<file path="src/rtl/cia_pkg.sv">
// cia_pkg: register indices, control-register bit positions and shared
// helpers for the cia_lite peripheral (ports, two timers, interrupt control).
package cia_pkg;

    // Register map (4-bit index)
    localparam logic [3:0] REG_PRA  = 4'h0;
    localparam logic [3:0] REG_PRB  = 4'h1;
    localparam logic [3:0] REG_DDRA = 4'h2;
    localparam logic [3:0] REG_DDRB = 4'h3;
    localparam logic [3:0] REG_TALO = 4'h4;
    localparam logic [3:0] REG_TAHI = 4'h5;
    localparam logic [3:0] REG_TBLO = 4'h6;
    localparam logic [3:0] REG_TBHI = 4'h7;
    localparam logic [3:0] REG_ICR  = 4'hD;
    localparam logic [3:0] REG_CRA  = 4'hE;
    localparam logic [3:0] REG_CRB  = 4'hF;

    // Control register bit positions
    localparam int CR_START     = 0;
    localparam int CR_ONESHOT   = 3;
    localparam int CR_FORCELOAD = 4;
    localparam int CR_INMODE_LO = 5;
    localparam int CR_INMODE_HI = 6;

    // FORCELOAD is a strobe and is never stored
    localparam logic [7:0] CR_STORE_MASK = 8'hEF;

    // ICR bit positions
    localparam int ICR_IR = 7;

    // Timer B input-mode codes
    localparam logic [1:0] INMODE_CE    = 2'b00;
    localparam logic [1:0] INMODE_TA_UF = 2'b10;

    localparam logic [15:0] TIMER_RESET = 16'hFFFF;

    // Timer B source event: every tick, Timer A underflow, or nothing
    function automatic logic timer_src(input logic [1:0] inmode, input logic ta_uf);
        logic src;
        case (inmode)
            INMODE_CE:    src = 1'b1;
            INMODE_TA_UF: src = ta_uf;
            default:      src = 1'b0;
        endcase
        return src;
    endfunction

endpackage

</file>
<file path="src/rtl/cia_lite_if.sv">
// cia_lite_if: CPU register bus for cia_lite.
//   cs   - chip select, active high
//   we   - 1 = write, 0 = read
//   addr - register index
//   di   - write data
//   dout - combinational read data (named dout because "do" is a reserved word)
interface cia_lite_if;
    logic       cs;
    logic       we;
    logic [3:0] addr;
    logic [7:0] di;
    logic [7:0] dout;

    modport master (output cs, we, addr, di, input  dout);
    modport slave  (input  cs, we, addr, di, output dout);
endinterface

</file>
<file path="src/rtl/cia_timer.sv">
// cia_timer: one 16-bit down-counting interval timer with reload latch.
//   clk, reset  - clock, asynchronous active-low reset
//   ce          - update enable tick; nothing changes on edges with ce=0
//   evt         - source event for this tick (counts only when START=1)
//   wr_lo/wr_hi - latch byte writes (already qualified with ce)
//   wr_cr       - control register write (already qualified with ce)
//   di          - write data
//   counter     - current count
//   cr          - stored control register (FORCELOAD bit always 0)
//   underflow   - asserted on the edge where the counter passes through 0
module cia_timer
    import cia_pkg::*;
(
    input  logic        clk,
    input  logic        reset,
    input  logic        ce,
    input  logic        evt,
    input  logic        wr_lo,
    input  logic        wr_hi,
    input  logic        wr_cr,
    input  logic [7:0]  di,
    output logic [15:0] counter,
    output logic [7:0]  cr,
    output logic        underflow
);

    logic [15:0] latch;
    logic        step;
    logic        forceload;

    assign forceload = wr_cr & di[CR_FORCELOAD];
    assign step      = ce & cr[CR_START] & evt;
    // A force load overrides the underflow entirely: no reload, no flag, no stop
    assign underflow = step & (counter == 16'h0000) & ~forceload;

    always_ff @(posedge clk or negedge reset) begin
        if (!reset) begin
            latch   <= TIMER_RESET;
            counter <= TIMER_RESET;
            cr      <= 8'h00;
        end else if (ce) begin
            if (wr_lo) latch[7:0]  <= di;
            if (wr_hi) latch[15:8] <= di;

            if (forceload)
                counter <= latch;
            else if (wr_hi && !cr[CR_START])
                counter <= {di, latch[7:0]};   // stopped timer takes the new high byte at once
            else if (underflow)
                counter <= latch;
            else if (step)
                counter <= counter - 16'd1;

            if (wr_cr)
                cr <= di & CR_STORE_MASK;
            else if (underflow && cr[CR_ONESHOT])
                cr[CR_START] <= 1'b0;
        end
    end

endmodule

</file>
<file path="src/rtl/cia_lite.sv">
// cia_lite: reduced CIA-style peripheral with two 8-bit ports, two 16-bit
// timers (Timer B may cascade from Timer A) and an interrupt controller.
//   clk, reset      - clock, asynchronous active-low reset
//   ce              - phi2 tick; registers change only on edges with ce=1
//   bus             - CPU register bus (cs, we, addr, di, dout)
//   pa_in / pb_in   - external pin levels
//   pa_out / pb_out - port output latches
//   pa_dir / pb_dir - direction registers (1 = output)
//   irq_n           - registered interrupt request, active low
module cia_lite
    import cia_pkg::*;
(
    input  logic             clk,
    input  logic             reset,
    input  logic             ce,
    cia_lite_if.slave        bus,
    input  logic [7:0]       pa_in,
    input  logic [7:0]       pb_in,
    output logic [7:0]       pa_out,
    output logic [7:0]       pb_out,
    output logic [7:0]       pa_dir,
    output logic [7:0]       pb_dir,
    output logic             irq_n
);

    logic        wr;
    logic        icr_rd;
    logic [1:0]  flags;
    logic [1:0]  mask;
    logic [15:0] ta_cnt, tb_cnt;
    logic [7:0]  cra, crb;
    logic        ta_uf, tb_uf;
    logic        tb_evt;

    assign wr     = bus.cs & bus.we & ce;
    assign icr_rd = bus.cs & ~bus.we & ce & (bus.addr == REG_ICR);
    assign tb_evt = timer_src(crb[CR_INMODE_HI:CR_INMODE_LO], ta_uf);

    cia_timer u_timer_a (
        .clk       (clk),
        .reset     (reset),
        .ce        (ce),
        .evt       (1'b1),
        .wr_lo     (wr && bus.addr == REG_TALO),
        .wr_hi     (wr && bus.addr == REG_TAHI),
        .wr_cr     (wr && bus.addr == REG_CRA),
        .di        (bus.di),
        .counter   (ta_cnt),
        .cr        (cra),
        .underflow (ta_uf)
    );

    cia_timer u_timer_b (
        .clk       (clk),
        .reset     (reset),
        .ce        (ce),
        .evt       (tb_evt),
        .wr_lo     (wr && bus.addr == REG_TBLO),
        .wr_hi     (wr && bus.addr == REG_TBHI),
        .wr_cr     (wr && bus.addr == REG_CRB),
        .di        (bus.di),
        .counter   (tb_cnt),
        .cr        (crb),
        .underflow (tb_uf)
    );

    always_ff @(posedge clk or negedge reset) begin
        if (!reset) begin
            pa_out <= 8'h00;
            pb_out <= 8'h00;
            pa_dir <= 8'h00;
            pb_dir <= 8'h00;
            flags  <= 2'b00;
            mask   <= 2'b00;
            irq_n  <= 1'b1;
        end else begin
            // irq_n follows the registered flags one edge later, ce or not
            irq_n <= ~|(flags & mask);
            if (ce) begin
                if (wr) begin
                    case (bus.addr)
                        REG_PRA:  pa_out <= bus.di;
                        REG_PRB:  pb_out <= bus.di;
                        REG_DDRA: pa_dir <= bus.di;
                        REG_DDRB: pb_dir <= bus.di;
                        REG_ICR:  mask <= bus.di[ICR_IR] ? (mask | bus.di[1:0])
                                                         : (mask & ~bus.di[1:0]);
                        default:  ;
                    endcase
                end
                // Clear-on-read happens first so a coincident underflow survives
                flags <= (icr_rd ? 2'b00 : flags) | {tb_uf, ta_uf};
            end
        end
    end

    always_comb begin
        bus.dout = 8'h00;
        case (bus.addr)
            REG_PRA:  bus.dout = (pa_out & pa_dir) | (pa_in & ~pa_dir);
            REG_PRB:  bus.dout = (pb_out & pb_dir) | (pb_in & ~pb_dir);
            REG_DDRA: bus.dout = pa_dir;
            REG_DDRB: bus.dout = pb_dir;
            REG_TALO: bus.dout = ta_cnt[7:0];
            REG_TAHI: bus.dout = ta_cnt[15:8];
            REG_TBLO: bus.dout = tb_cnt[7:0];
            REG_TBHI: bus.dout = tb_cnt[15:8];
            REG_ICR:  bus.dout = {|(flags & mask), 5'b00000, flags};
            REG_CRA:  bus.dout = cra;
            REG_CRB:  bus.dout = crb;
            default:  bus.dout = 8'h00;
        endcase
    end

endmodule

</file>
<file path="src/flat_wrapper.sv">
// flat-port wrapper written by rule: the top's interface ports become plain ports
module cia_lite_flat import cia_pkg::*;
  (clk, reset, ce, pa_in, pb_in, pa_out, pb_out, pa_dir, pb_dir, irq_n, bus_cs, bus_we, bus_addr, bus_di, bus_dout);
  cia_lite_if bus_i ();
  input  logic clk;
  input  logic reset;
  input  logic ce;
  input  logic [7:0] pa_in;
  input  logic [7:0] pb_in;
  output logic [7:0] pa_out;
  output logic [7:0] pb_out;
  output logic [7:0] pa_dir;
  output logic [7:0] pb_dir;
  output logic irq_n;
  input wire logic [$bits(bus_i.cs)-1:0] bus_cs;
  input wire logic [$bits(bus_i.we)-1:0] bus_we;
  input wire logic [$bits(bus_i.addr)-1:0] bus_addr;
  input wire logic [$bits(bus_i.di)-1:0] bus_di;
  output wire logic [$bits(bus_i.dout)-1:0] bus_dout;
  assign bus_i.cs = bus_cs;
  assign bus_i.we = bus_we;
  assign bus_i.addr = bus_addr;
  assign bus_i.di = bus_di;
  assign bus_dout = bus_i.dout;
  cia_lite u_core (.clk(clk), .reset(reset), .ce(ce), .bus(bus_i), .pa_in(pa_in), .pb_in(pb_in), .pa_out(pa_out), .pb_out(pb_out), .pa_dir(pa_dir), .pb_dir(pb_dir), .irq_n(irq_n));
endmodule
</file>
<file path="config.mk">
export PLATFORM = sky130hd
export DESIGN_NAME = cia_lite_flat
export DESIGN_NICKNAME = d
export VERILOG_FILES = /design/src/rtl/cia_pkg.sv /design/src/rtl/cia_lite_if.sv /design/src/rtl/cia_timer.sv /design/src/rtl/cia_lite.sv /design/src/flat_wrapper.sv
export SDC_FILE = /design/constraint.sdc
export NUM_CORES = 1
export LEC_CHECK = 0
export ABC_AREA = 1
export BUFFER_PORTS_ARGS = -buffer_cell sky130_fd_sc_hd__buf_2
export CAP_MARGIN = 40
export CORE_ASPECT_RATIO = 1.5
export CORE_MARGIN = 10
export CORE_UTILIZATION = 64
export CTS_CLUSTER_SIZE = 20
export DETAILED_ROUTE_END_ITERATION = 6
export PLACE_DENSITY = 0.86
export SLEW_MARGIN = 20
export SYNTH_ARGS = -nofsm -noshare
export SYNTH_HDL_FRONTEND = slang
export SYNTH_SLANG_ARGS = --single-unit
</file>
<file path="constraint.sdc">
create_clock -name clk -period 5.1 [get_ports clk]
set_input_delay 1.275 -clock clk [delete_from_list [all_inputs] [get_ports clk]]
set_output_delay 1.275 -clock clk [all_outputs]
set_load 0.02 [all_outputs]
</file>
==> run summary <==
run status: complete, no violations
ordered list of cells on the worst path: buf_2, nor2_1, inv_1, nor2_1, a21oi_1, o2111ai_1, buf_2
Antenna Nets Post-Route: 0
number of global-route vias before repair: 6539
CP Max Fanout: 9
sequential share of power: 40.3%
final instance area: 7560 µm²
placed insts: 988
HP Start: u_core.u_timer_a.latch[14]
cells after synthesis: 818
kind of end point of the critical path: output port
IO Port Bufs: 73
Syn-to-layout area delta: 16.1%
PostCTS Resize Cnt: 0
crit share post-route: 79.7%
Starting Density: 65.0%
Worst Skew: 0.00925 ns
Die ar.: 14700 µm²
via density per instance: 6.28
hold slack: 0.476 ns
Sw Ratio: 34.5%
routability cong.: 0.958
relative slew slack: 47.4%
H-tree depth: 4
Sw Pwr: 0.00123 W
syn avg cell area: 7.96 µm²
Max Cap Viol: 0
via count: 6405
Total GRT Usage: 29.3%
core area: 10000 µm²
combinational share of power: 24.5%
Tightest Pin Transition: 0.788 ns
yosys warns: 0
Setup Buffers After CTS: 0
mux cell area share after synthesis: 0.480%
Worst IR Drop VDD: 0.329 mV
class of the most critical setup path: input pin to output port
Min-Delay Path Class: register to register
adder-cell area share of the yosys netlist: 0.576%
Clock Power Share: 35.2%
top-count cell post-synth: nand2_1
CTS tree: yes
average wire per standard cell: 19.9 µm
P_leak: 3.61 nW
Fmax: 0.246 GHz
dpl cell area: 6940 µm²
TNS Setup: 0 ns
largest family of logic cells by synthesized area: simple AND/OR/NAND/NOR gates
Yosys top cell area share: 26.2%
reg2reg setup slack: 2.75 ns
post-synth cell types: 49
Compound-Gate Fraction of Synth Area: 18.3%
# DRC: 0
Pint: 0.00234 W
Slew Limit Fails: 0
FF-to-FF End: u_core.u_timer_b.counter[6]
Total Power: 0.00357 W
root buffer cell: clkbuf_16
most frequent cells after synthesis: nand2_1, o21ai_0, inv_1, dfstp_2, dfrtp_1
Final Hold Fails: 0
Pwr per Cell Area: 471 nW/µm²
non-filler instance count after layout: 1020
Post-synth EDFFs: 0
slowest stage cell, crit path: nor2_1
Setup-failing EPs final: 0
Routed Wire Length: 20300 µm
Pre-Repair DR Iteration Count: 6
Synth area leader: dfstp_2
hold path depth: 2
CP Data Required Time: 3.83 ns
Post-Synth XOR/XNOR Area: 2.69%
unrepaired setup endpoints after global routing: no
row cnt: 45
# IOs: 74
largest net degree at the start of global routing: 52
Reg2Reg Depth: 11
layout cell share with drive strength beyond 1: 23.8%
Worst-path clk slew: 0.05 ns
# diodes: 0
Detailed Place HPWL: 14400 µm
share of synthesized registers carrying an async set or reset: 100%
Top FF cell, synth: dfstp_2
max incr delay on CP: 0.49 ns
hold buffers post-CTS: 0
first-pass GRT wire length: 33200 µm
clk_lat worst skew: 0.42 ns
Detailed Route Iter0 Violations: 699
die width: 102 µm
cell area after synthesis: 6510 µm²
syn nets: 854
Num CTS Buffers: 17
crit path time final: 4.07 ns
crit start category: input pin
Seq/Total Area, Yosys: 45.4%
global route overflow: 0
height of the chip: 144 µm
layout net count: 926
Reg-to-Reg Start: u_core.u_timer_b.counter[0]
Synth Area in Simple Gates: 24.9%
#FFs+latches synth: 115
Max clock buf depth: 2
WHS Endpoint: u_core.u_timer_a.latch[14]
initial antenna violation count: 0
WP data arrival: 2.79 ns
top cells by area, synth: dfstp_2, dfrtp_1, nand2_1, o21ai_0, inv_1
Sink Count: 115
[cell usage in the layout, fill, tap and decap left out, drive strengths merged]
cell,instances
nor2,57
a22oi,7
o2bb2ai,1
nor4,1
mux2,1
or2,1
o2111ai,2
a21oi,32
o21ai,106
clkbuf,25
bufinv,2
xnor2,7
mux2i,2
o21bai,1
xor2,13
or3,1
o211ai,10
nor3,6
nand3,40
dfstp,65
inv,96
clkinvlp,1
a22o,2
a31oi,2
nand2,236
buf,75
dfrtp,50
a211oi,5
clkinv,5
ha,3
o22ai,19
nand3b,1
a221oi,13
nand4,15
[metrics by stage]
stage / worst slack (ns) / util, %
detailed placement: 1.09 / 69.2
finish: 1.03 / 75.5
floorplan: 1.57 / -
CTS: 1.09 / 75.5
global placement: 1.13 / 68.9
global route: 0.865 / 75.5
[sequential cells by signal (all words and copies together), names as in the netlist, 8 cells and up, named ones only]
register and cells:
u_core.pa_out 8, u_core.pa_dir 8, u_core.u_timer_a.latch 16, u_core.u_timer_b.latch 16, u_core.pb_out 8, u_core.pb_dir 8, u_core.u_timer_b.counter 16, u_core.u_timer_a.counter 16
[routing by layer]
metal / global-route usage (%) / part of all wire, %
met1: 33.3 / 35
met2: 47.2 / 48
met3: 6.87 / 9.6
met4: 20.3 / 6.5
met5: 0 / 0
[cell families after synthesis]
kind of cell / count (synthesis)
XOR/XNOR: 20
flip-flops: 115
AO/OA/AOI/OAI: 200
adder cells (fa/ha/maj): 3
multiplexers: 3
AND/OR/NAND/NOR: 358
buffers and inverters: 119
[how the worst max path moves through the flow]
stage | start | endpoint | slack (ns)
floorplan | bus_addr[3] | bus_dout[0] | 1.57
global placement | bus_addr[3] | bus_dout[0] | 1.13
detailed placement | bus_addr[3] | bus_dout[0] | 1.09
CTS | bus_addr[3] | bus_dout[0] | 1.09
global route | bus_addr[3] | bus_dout[6] | 0.87
finish | bus_addr[3] | bus_dout[0] | 1.03
[power by group through the flow]
stage	logic, W	registers (W)	clock network (W)
after global placement	0.000815	0.00142	0
after CTS	0.000862	0.00142	0.00125
after global routing	0.000979	0.00145	0.00130
final	0.000873	0.00144	0.00126
after detailed placement	0.000851	0.00143	0
after floorplan	0.000580	0.00138	0
[critical path, delay by kind of cell]
| family | cells | cell delay [ns] |
|---|---|---|
| AO/OA/AOI/OAI | 2 | 0.31 |
| AND/OR/NAND/NOR | 2 | 0.78 |
| buffers and inverters | 3 | 0.42 |
[final cells by class]
cell class                 count  area (µm²)
clock buffer                  25         538
fill                         705        2460
inverter                      97         367
clock inverter                 7        91.3
tap                          117         146
sequential                   115        2960
timing repair buffer          75         403
multi-input combinational    584        3060
(Power assumes the default switching activity.)
